### src/rtl/breathe_multi.sv
// breathe_multi: multi-channel LED breathing / PWM generator.
// A shared prescaler paces a triangle-wave brightness level; a shared
// free-running PWM counter turns that level into per-channel LED drive.
// Each channel picks off / on / breathe / blink and may run anti-phase.
// Optional build macro: BREATHE_MULTI_GAMMA_EN squares the breathe-mode
// duty (registered), adding one clock of breathe-mode latency.

// Per-channel LED drive: mode decode, anti-phase, PWM compare.
module breathe_multi_ch #(
  parameter int PWM_BITS = 8
) (
  input  logic                clk,
  input  logic                reset,
  input  logic                i_enable,
  input  logic [1:0]          i_mode,
  input  logic                i_phase_inv,
  input  logic [PWM_BITS-1:0] i_level,
  input  logic                i_inhale,
  input  logic [PWM_BITS-1:0] i_pwm,
  output logic                o_led
);
  logic [PWM_BITS-1:0] w_duty;
  logic [PWM_BITS-1:0] w_duty_pwm;
  logic                w_led;
  logic                r_led;

  assign w_duty = i_phase_inv ? ~i_level : i_level;

`ifdef BREATHE_MULTI_GAMMA_EN
  logic [2*PWM_BITS-1:0] w_prod;
  logic [PWM_BITS-1:0]   r_duty_g;

  assign w_prod = {{PWM_BITS{1'b0}}, w_duty} * {{PWM_BITS{1'b0}}, w_duty};

  // Gamma-corrected duty, registered to keep the multiplier off the LED path.
  always_ff @(posedge clk or negedge reset) begin
    if (!reset) r_duty_g <= '0;
    else        r_duty_g <= PWM_BITS'(w_prod >> PWM_BITS);
  end

  assign w_duty_pwm = r_duty_g;
`else
  assign w_duty_pwm = w_duty;
`endif

  // Mode decode; blink follows the breath direction, flipped for anti-phase.
  always_comb begin
    w_led = 1'b0;
    case (i_mode)
      2'b00:   w_led = 1'b0;
      2'b01:   w_led = 1'b1;
      2'b10:   w_led = (i_pwm < w_duty_pwm);
      default: w_led = i_inhale ^ i_phase_inv;
    endcase
  end

  // Registered LED drive, blanked whenever the block is disabled.
  always_ff @(posedge clk or negedge reset) begin
    if (!reset) r_led <= 1'b0;
    else        r_led <= i_enable ? w_led : 1'b0;
  end

  assign o_led = r_led;
endmodule

// Top: shared prescaler, PWM counter, level sequencer and channel array.
module breathe_multi #(
  parameter int CHANNELS = 4,
  parameter int PWM_BITS = 8,
  parameter int DIV_BITS = 24
) (
  input  logic                  clk,
  input  logic                  reset,
  input  logic                  enable,
  input  logic [DIV_BITS-1:0]   step_div,
  input  logic [2*CHANNELS-1:0] mode,
  input  logic [CHANNELS-1:0]   phase_inv,
  output logic [CHANNELS-1:0]   led,
  output logic [PWM_BITS-1:0]   level,
  output logic                  inhale,
  output logic                  step_tick
);
  localparam logic [PWM_BITS-1:0] MAX = {PWM_BITS{1'b1}};

  typedef enum logic {ST_EXHALE = 1'b0, ST_INHALE = 1'b1} state_t;

  logic [DIV_BITS-1:0] r_presc;
  logic                r_tick;
  logic [PWM_BITS-1:0] r_pwm;
  logic [PWM_BITS-1:0] r_level;
  state_t              r_state;
  logic                w_tick;
  logic [PWM_BITS-1:0] w_level_nxt;
  state_t              w_state_nxt;

  // >= rather than == so lowering step_div mid-count still ticks promptly.
  assign w_tick = enable && (r_presc >= step_div);

  // Prescaler and step pulse; both freeze (pulse low) while disabled.
  always_ff @(posedge clk or negedge reset) begin
    if (!reset) begin
      r_presc <= '0;
      r_tick  <= 1'b0;
    end else begin
      r_tick <= w_tick;
      if (w_tick)      r_presc <= '0;
      else if (enable) r_presc <= r_presc + DIV_BITS'(1);
    end
  end

  // Free-running PWM counter, independent of enable.
  always_ff @(posedge clk or negedge reset) begin
    if (!reset) r_pwm <= '0;
    else        r_pwm <= r_pwm + PWM_BITS'(1);
  end

  // Level/direction state register, advanced only on a step.
  always_ff @(posedge clk or negedge reset) begin
    if (!reset) begin
      r_level <= '0;
      r_state <= ST_INHALE;
    end else if (w_tick) begin
      r_level <= w_level_nxt;
      r_state <= w_state_nxt;
    end
  end

  // Triangle turning rules: each endpoint is held for exactly one step.
  always_comb begin
    w_level_nxt = r_level;
    w_state_nxt = r_state;
    case (r_state)
      ST_INHALE: begin
        if (r_level == MAX) begin
          w_level_nxt = MAX - PWM_BITS'(1);
          w_state_nxt = ST_EXHALE;
        end else begin
          w_level_nxt = r_level + PWM_BITS'(1);
        end
      end
      default: begin
        if (r_level == '0) begin
          w_level_nxt = PWM_BITS'(1);
          w_state_nxt = ST_INHALE;
        end else begin
          w_level_nxt = r_level - PWM_BITS'(1);
        end
      end
    endcase
  end

  assign level     = r_level;
  assign inhale    = (r_state == ST_INHALE);
  assign step_tick = r_tick;

  for (genvar i = 0; i < CHANNELS; i++) begin : g_ch
    breathe_multi_ch #(.PWM_BITS(PWM_BITS)) u_ch (
      .clk        (clk),
      .reset      (reset),
      .i_enable   (enable),
      .i_mode     (mode[2*i +: 2]),
      .i_phase_inv(phase_inv[i]),
      .i_level    (r_level),
      .i_inhale   (inhale),
      .i_pwm      (r_pwm),
      .o_led      (led[i])
    );
  end
endmodule

### config.mk
export PLATFORM = sky130hd
export DESIGN_NAME = breathe_multi
export DESIGN_NICKNAME = d
export VERILOG_FILES = /design/src/rtl/breathe_multi.sv
export SDC_FILE = /design/constraint.sdc
export NUM_CORES = 1
export LEC_CHECK = 0
export BUFFER_PORTS_ARGS = -buffer_cell sky130_fd_sc_hd__buf_2
export CORE_MARGIN = 2
export CORE_UTILIZATION = 40
export DETAILED_ROUTE_END_ITERATION = 8
export PLACE_DENSITY_LB_ADDON = 0.1
export SLEW_MARGIN = 40
export SYNTH_ARGS = -nofsm -noshare
export SYNTH_HDL_FRONTEND = slang
export SYNTH_SLANG_ARGS = --single-unit
### constraint.sdc
create_clock -name clk -period 2.4 [get_ports clk]
set_input_delay 0.12 -clock clk [delete_from_list [all_inputs] [get_ports clk]]
set_output_delay 0.12 -clock clk [all_outputs]
set_load 0.02 [all_outputs]
Yosys cells after proc, flatten, opt, wreduce, memory -nomap -nowiden
Cells that the tools add are included.
{"block": "word_totals", "reg_bits": 46, "in_bits": 39, "out_inout_bits": 14, "wordCells": 59}
{"block": "op_classes", "addsub": 4, "magnitude_cmp": 5, "eq_ne": 9, "n_mux": 20, "bitwise": 5, "n_reduce_logical": 7}
{"cell": "$mux 8", "count": 7}
{"cell": "$mux 24", "count": 2}
{"cell": "$lt 8x8->1", "count": 4}
{"cell": "$add 24x1->24 const B", "count": 1}
{"cell": "$ge 24x24->1", "count": 1}
{"cell": "$add 8x1->8 const B", "count": 2}
{"cell": "$pmux 1 s3", "count": 4}
{"cell": "$eq 2x1->1 const B", "count": 4}
{"cell": "$eq 2x2->1 const B", "count": 4}
{"cell": "$eq 8x8->1 const B", "count": 1}
{"cell": "$logic_not 2->1", "count": 4}
{"cell": "$logic_not 8->1", "count": 1}
{"cell": "$not 8->8", "count": 1}
{"cell": "$sub 8x1->8 const B", "count": 1}
{"cell": "$mux 1", "count": 7}
{"cell": "$xor 1x1->1", "count": 4}
{"cell": "$reduce_bool 2->1", "count": 1}
{"cell": "$logic_and 1x1->1", "count": 1}

Depth between registers and ports, before layout
{"block": "logic_depth", "ltp_word": 5, "ltp_mapped": 9, "depth_no_buf": 8}

By module
From an unflattened synthesis, not the netlist that was laid out.
{"block": "hier_totals", "cells_unflattened": 445, "hier_area_um2": 4003.8}
{"module": "breathe_multi", "n_inst": 1, "cells_per_inst": 313, "area_per_inst_um2": 2867.8, "seq_area_each_um2": 1052.3}
{"module": "breathe_multi_ch", "n_inst": 4, "cells_per_inst": 33, "area_per_inst_um2": 284.0, "seq_area_each_um2": 25.0}

Least setup slack after synthesis
OpenSTA, ideal clock, no wires.
{"block": "synth_path", "path_kind": "register to register", "from": "reg r_presc[5]", "to": "reg r_level[0] (netlist: level[0])", "setup_time_ns": 0.125, "t_arrival_ns": 2.125, "required_time_ns": 2.275, "setup_slack_ns": 0.151, "path_stages_with_launch": 8, "path_buffers": 0, "period_less_slack_ns": 2.249, "cell_sequence": "dfrtp_1 > ha_1 > o21a_1 > o21ai_1 > a2111oi_2 > o311ai_1 > a21oi_4 > mux2_2"}
{"block": "synth_between", "elab_chain_len": 2}
{"item": "from (decl)", "line_no": "87", "rtl": "logic [DIV_BITS-1:0] r_presc;"}
{"item": "from (signal assigned)", "line_no": "107", "rtl": "else if (enable) r_presc <= r_presc + DIV_BITS'(1);"}
{"item": "$ge 24x24->1", "line_no": "97", "rtl": "assign w_tick = enable && (r_presc >= step_div);"}
{"item": "$logic_and 1x1->1", "line_no": "97"}
{"item": "to (signal assigned)", "line_no": "123", "rtl": "r_level <= w_level_nxt;"}
{"item": "to (decl)", "line_no": "90", "rtl": "logic [PWM_BITS-1:0] r_level;"}
No other way between the ends.
A chain may end at the register's enable or synchronous reset.

Worst setup path after layout
{"block": "layout_path", "from": "reg r_presc[18]", "to": "reg r_level[5] (netlist: level[5])"}
Same word-level chain as after synthesis.

==> flow_summary.toml <==
[run_status]
status = "finished clean"

[worst_setup_path]
critPathMaxFanout = 9
worst_path_max_delay_cell = "dfrtp_1"
path_cells = "ha_1 -> nand4_1 -> nor4_4 -> nand2_1 -> and4b_4 -> a21oi_4 -> buf_12 -> mux2_2"
reg2reg_slack_ps = 120
reg2reg_depth = 8
slowest_delay_ps = 410
timing_worst_setup_path_type = "flip-flop to flip-flop"
worst_path_dominant_cell_family = "simple AND/OR/NAND/NOR gates"
r2r_end = "level[5]$_DFFE_PN0P_"
cp-end-kind = "flip-flop"
cp.arrival_ps = 2480
crit_path_start_kind = "flip-flop"
r2r-start = "r_presc[18]$_DFFE_PN0P_"
crit_buf_inv = 1
crit_required_ps = 2600

[cts]
tritoncts = "built"
clockRootBuffer = "clkbuf_8"
cts_buffers = 5
clk_latency_ps = 300
clock-sinks = 46
clockBufferDepth = 2
htree_levels = 2
clk_pin_slew_ps = 100

[synth]
yosysUniqueCellTypes = 55
synth_seq_cells = 46
synth_cells = 456
syn_area_um2 = 4038
synth-main-ff-cell = "dfrtp_1"
synth.avg_cell_area_um2 = 8.854
synth_nets = 552
seq_area_frac_synth = 0.2854
synth_edf_count = 0
yosysWarnings = 0
synth-async-reset-ratio = 1.000

[sta]
setup_viol = 0
fin_skew_ps = 10.80
period_minus_slack_ps = 2279
relSlewSlack = 0.7129
max_freq_mhz = 438.9
tightest_slew_ps = 430.6
fin_setup_tns_ps = 0
rsz0062_at_grt = "false"
slew_violations = 0
postLayoutSetupSlackWorst_ps = 121.5
finalHoldViolations = 0
period_share = 0.9494

[pwr]
peakVddDrop_mv = 0.2301
seqPwrFrac = 0.430
power_leakage_nw = 2.350
p_int_mw = 1.403
finalPower_mw = 2.049
power_frac_clock = 0.290
switching_share = 0.3152
p_per_area_nw_per_um2 = 426.0
p_sw_uw = 645.8
combPwrFrac = 0.280

[routing]
detail-route-antenna-nets = 0
via_per_inst = 5.095
first_iter_violations = 96
drc_errors = 0
wire_per_inst_um = 13.94
via_count = 3383
totalWireLength_mm = 9.258
dr.pass1.iters = 4

[place]
portBuffers = 52
place_congestion = 0.8566
dp_cells = 654
place_ws_ps = 40.41
dp_hpwl_mm = 7.336

[min_path]
min_from = "mode[4]"
hold_depth = 2
min_path_type = "primary input to flip-flop"
whs_endpoint = "g_ch[2].u_ch.o_led$_DFF_PN0_"

[flow_run]
cap_violations = 0

[finish]
nNetsFinal = 626
final_cells = 664
layout_common_cells = "56 x ha_1, 52 x buf_2, 45 x dfrtp_1, 42 x nor2_1, 41 x xnor2_1"
num_antenna_cells = 0
final_common_cell = "ha_1"
drive_gt1_frac = 0.2128
area_delta_synth_final_pct = 19.12

[global_route]
antenna_found_initial = 0
grt_pass1_wl_mm = 16.14
grt_max_degree = 47
grt_pass1_vias = 3363
top_usage_layer = "met2"
gr-usage-met1 = 0.2259
overflow = 0
grt_usage = 0.1776
globalRouteMet2Util = 0.3193
met3_usage = 0.02193

[floorplan]
dieHeight_um = 104.5
io_pins = 53
die-area_um2 = 10910
core-area_um2 = 9774
rows = 36
start_util = 0.4131
fp.dieW_um = 104.5
[what timing repair did]
action                                  in CTS  in global routing
endpoints found under the setup margin       0                 21
setup buffers                                0                  1
resized for setup                            0                  5
hold endpoints to repair                    45                  0
hold buffers                                 1                  0
[area by class of cell]
cell class,count,area (um2)
clock buffer,6,72.57
clock inverter,2,37.54
fill,992,4965
inverter,35,131.4
multi-input combinational,352,2676
sequential,46,1152
tap,133,166.4
timing repair buffer,90,573.1
[worst reg2reg max path, cell delays in order, from the launching register on]
cell and delay [ps]:
dfrtp_1 410, ha_1 300, nand4_1 180, nor4_4 330
nand2_1 100, and4b_4 210, a21oi_4 160, buf_12 150
mux2_2 330
[cells by family after synthesis]
kind of cell / after synthesis / synth area share
buf+inv: 58 / 0.06446
fa+ha+maj: 57 / 0.1766
simple gates: 143 / 0.1757
flops: 46 / 0.2854
compound gates: 86 / 0.1506
xor+xnor: 59 / 0.1280
mux: 7 / 0.01921
[metrics by stage]
| step | utilization | cell area (um2) | hold WS [ps] |
|---|---|---|---|
| finish | 0.4921 | 4810 | 25.74 |
| global route | 0.4921 | 4810 | 15.51 |
| CTS | 0.4860 | 4751 | 17.84 |
| detailed placement | 0.4738 | 4631 | 128.1 |
| global placement | 0.4738 | 4631 | 126.6 |
| floorplan | - | 4038 | -175.6 |
[Yosys cell counts, drive strengths merged, types with 3 or more instances]
| library cell | count | share of area |
|---|---|---|
| nor2 | 42 | 0.039 |
| o31a | 4 | 0.0087 |
| clkbuf | 7 | 0.0065 |
| xor2 | 18 | 0.039 |
| a21boi | 4 | 0.0074 |
| a21oi | 20 | 0.028 |
| ha | 57 | 0.18 |
| o21ai | 17 | 0.021 |
| buf | 16 | 0.025 |
| o2111ai | 5 | 0.011 |
| nand2b | 7 | 0.011 |
| xnor2 | 41 | 0.089 |
| a211oi | 3 | 0.0056 |
| a31oi | 4 | 0.0062 |
| mux2 | 6 | 0.017 |
| nor3 | 11 | 0.014 |
| a22o | 4 | 0.0087 |
| nor4 | 4 | 0.0093 |
| dfrtp | 45 | 0.28 |
| nand4 | 10 | 0.015 |
| inv | 34 | 0.032 |
| nand3 | 18 | 0.022 |
| nand2 | 30 | 0.028 |
| o31ai | 5 | 0.0093 |
| nor2b | 7 | 0.011 |
| and4 | 3 | 0.0065 |
| o41ai | 4 | 0.0087 |
| and3 | 5 | 0.0077 |
[worst max path at each step]
| stage | start | endpoint | slack [ps] | depth (start not counted) |
|---|---|---|---|---|
| 2_1_floorplan | r_presc[5]$_DFFE_PN0P_ | level[0]$_DFFE_PN0P_ | 150 | 7 |
| 3_3_place_gp | r_presc[21]$_DFFE_PN0P_ | level[1]$_DFFE_PN0P_ | 90 | 8 |
| 3_5_place_dp | r_presc[23]$_DFFE_PN0P_ | level[3]$_DFFE_PN0P_ | 40 | 8 |
| 4_1_cts | r_presc[23]$_DFFE_PN0P_ | level[0]$_DFFE_PN0P_ | 20 | 8 |
| 5_1_grt | r_presc[18]$_DFFE_PN0P_ | level[1]$_DFFE_PN0P_ | 10 | 8 |
| 6_report | r_presc[18]$_DFFE_PN0P_ | level[5]$_DFFE_PN0P_ | 120 | 8 |
[power groups by stage]
| stage | clock, mW | combinational, mW | sequential [mW] |
|---|---|---|---|
| after detailed placement | 0 | 0.550 | 0.895 |
| after global placement | 0 | 0.542 | 0.892 |
| after floorplan | 0 | 0.330 | 0.911 |
| final | 0.595 | 0.574 | 0.880 |
| after global routing | 0.649 | 0.659 | 0.894 |
| after CTS | 0.620 | 0.556 | 0.880 |
[sequential cells by signal, summed over array words and instances, names as in the netlist]
| register | cells |
|---|---|
| inhale | 1 |
| level | 8 |
| r_presc | 24 |
| step_tick | 1 |
| r_pwm | 8 |
| g_ch.u_ch.o_led | 4 |
[routing by layer]
| metal | wire [um] | share of wire |
|---|---|---|
| met1 | 4307 | 0.47 |
| met2 | 4602 | 0.50 |
| met4 | 121 | 0.013 |
| met3 | 227 | 0.025 |
| met5 | 0 | 0 |
(Power assumes the default switching activity.)
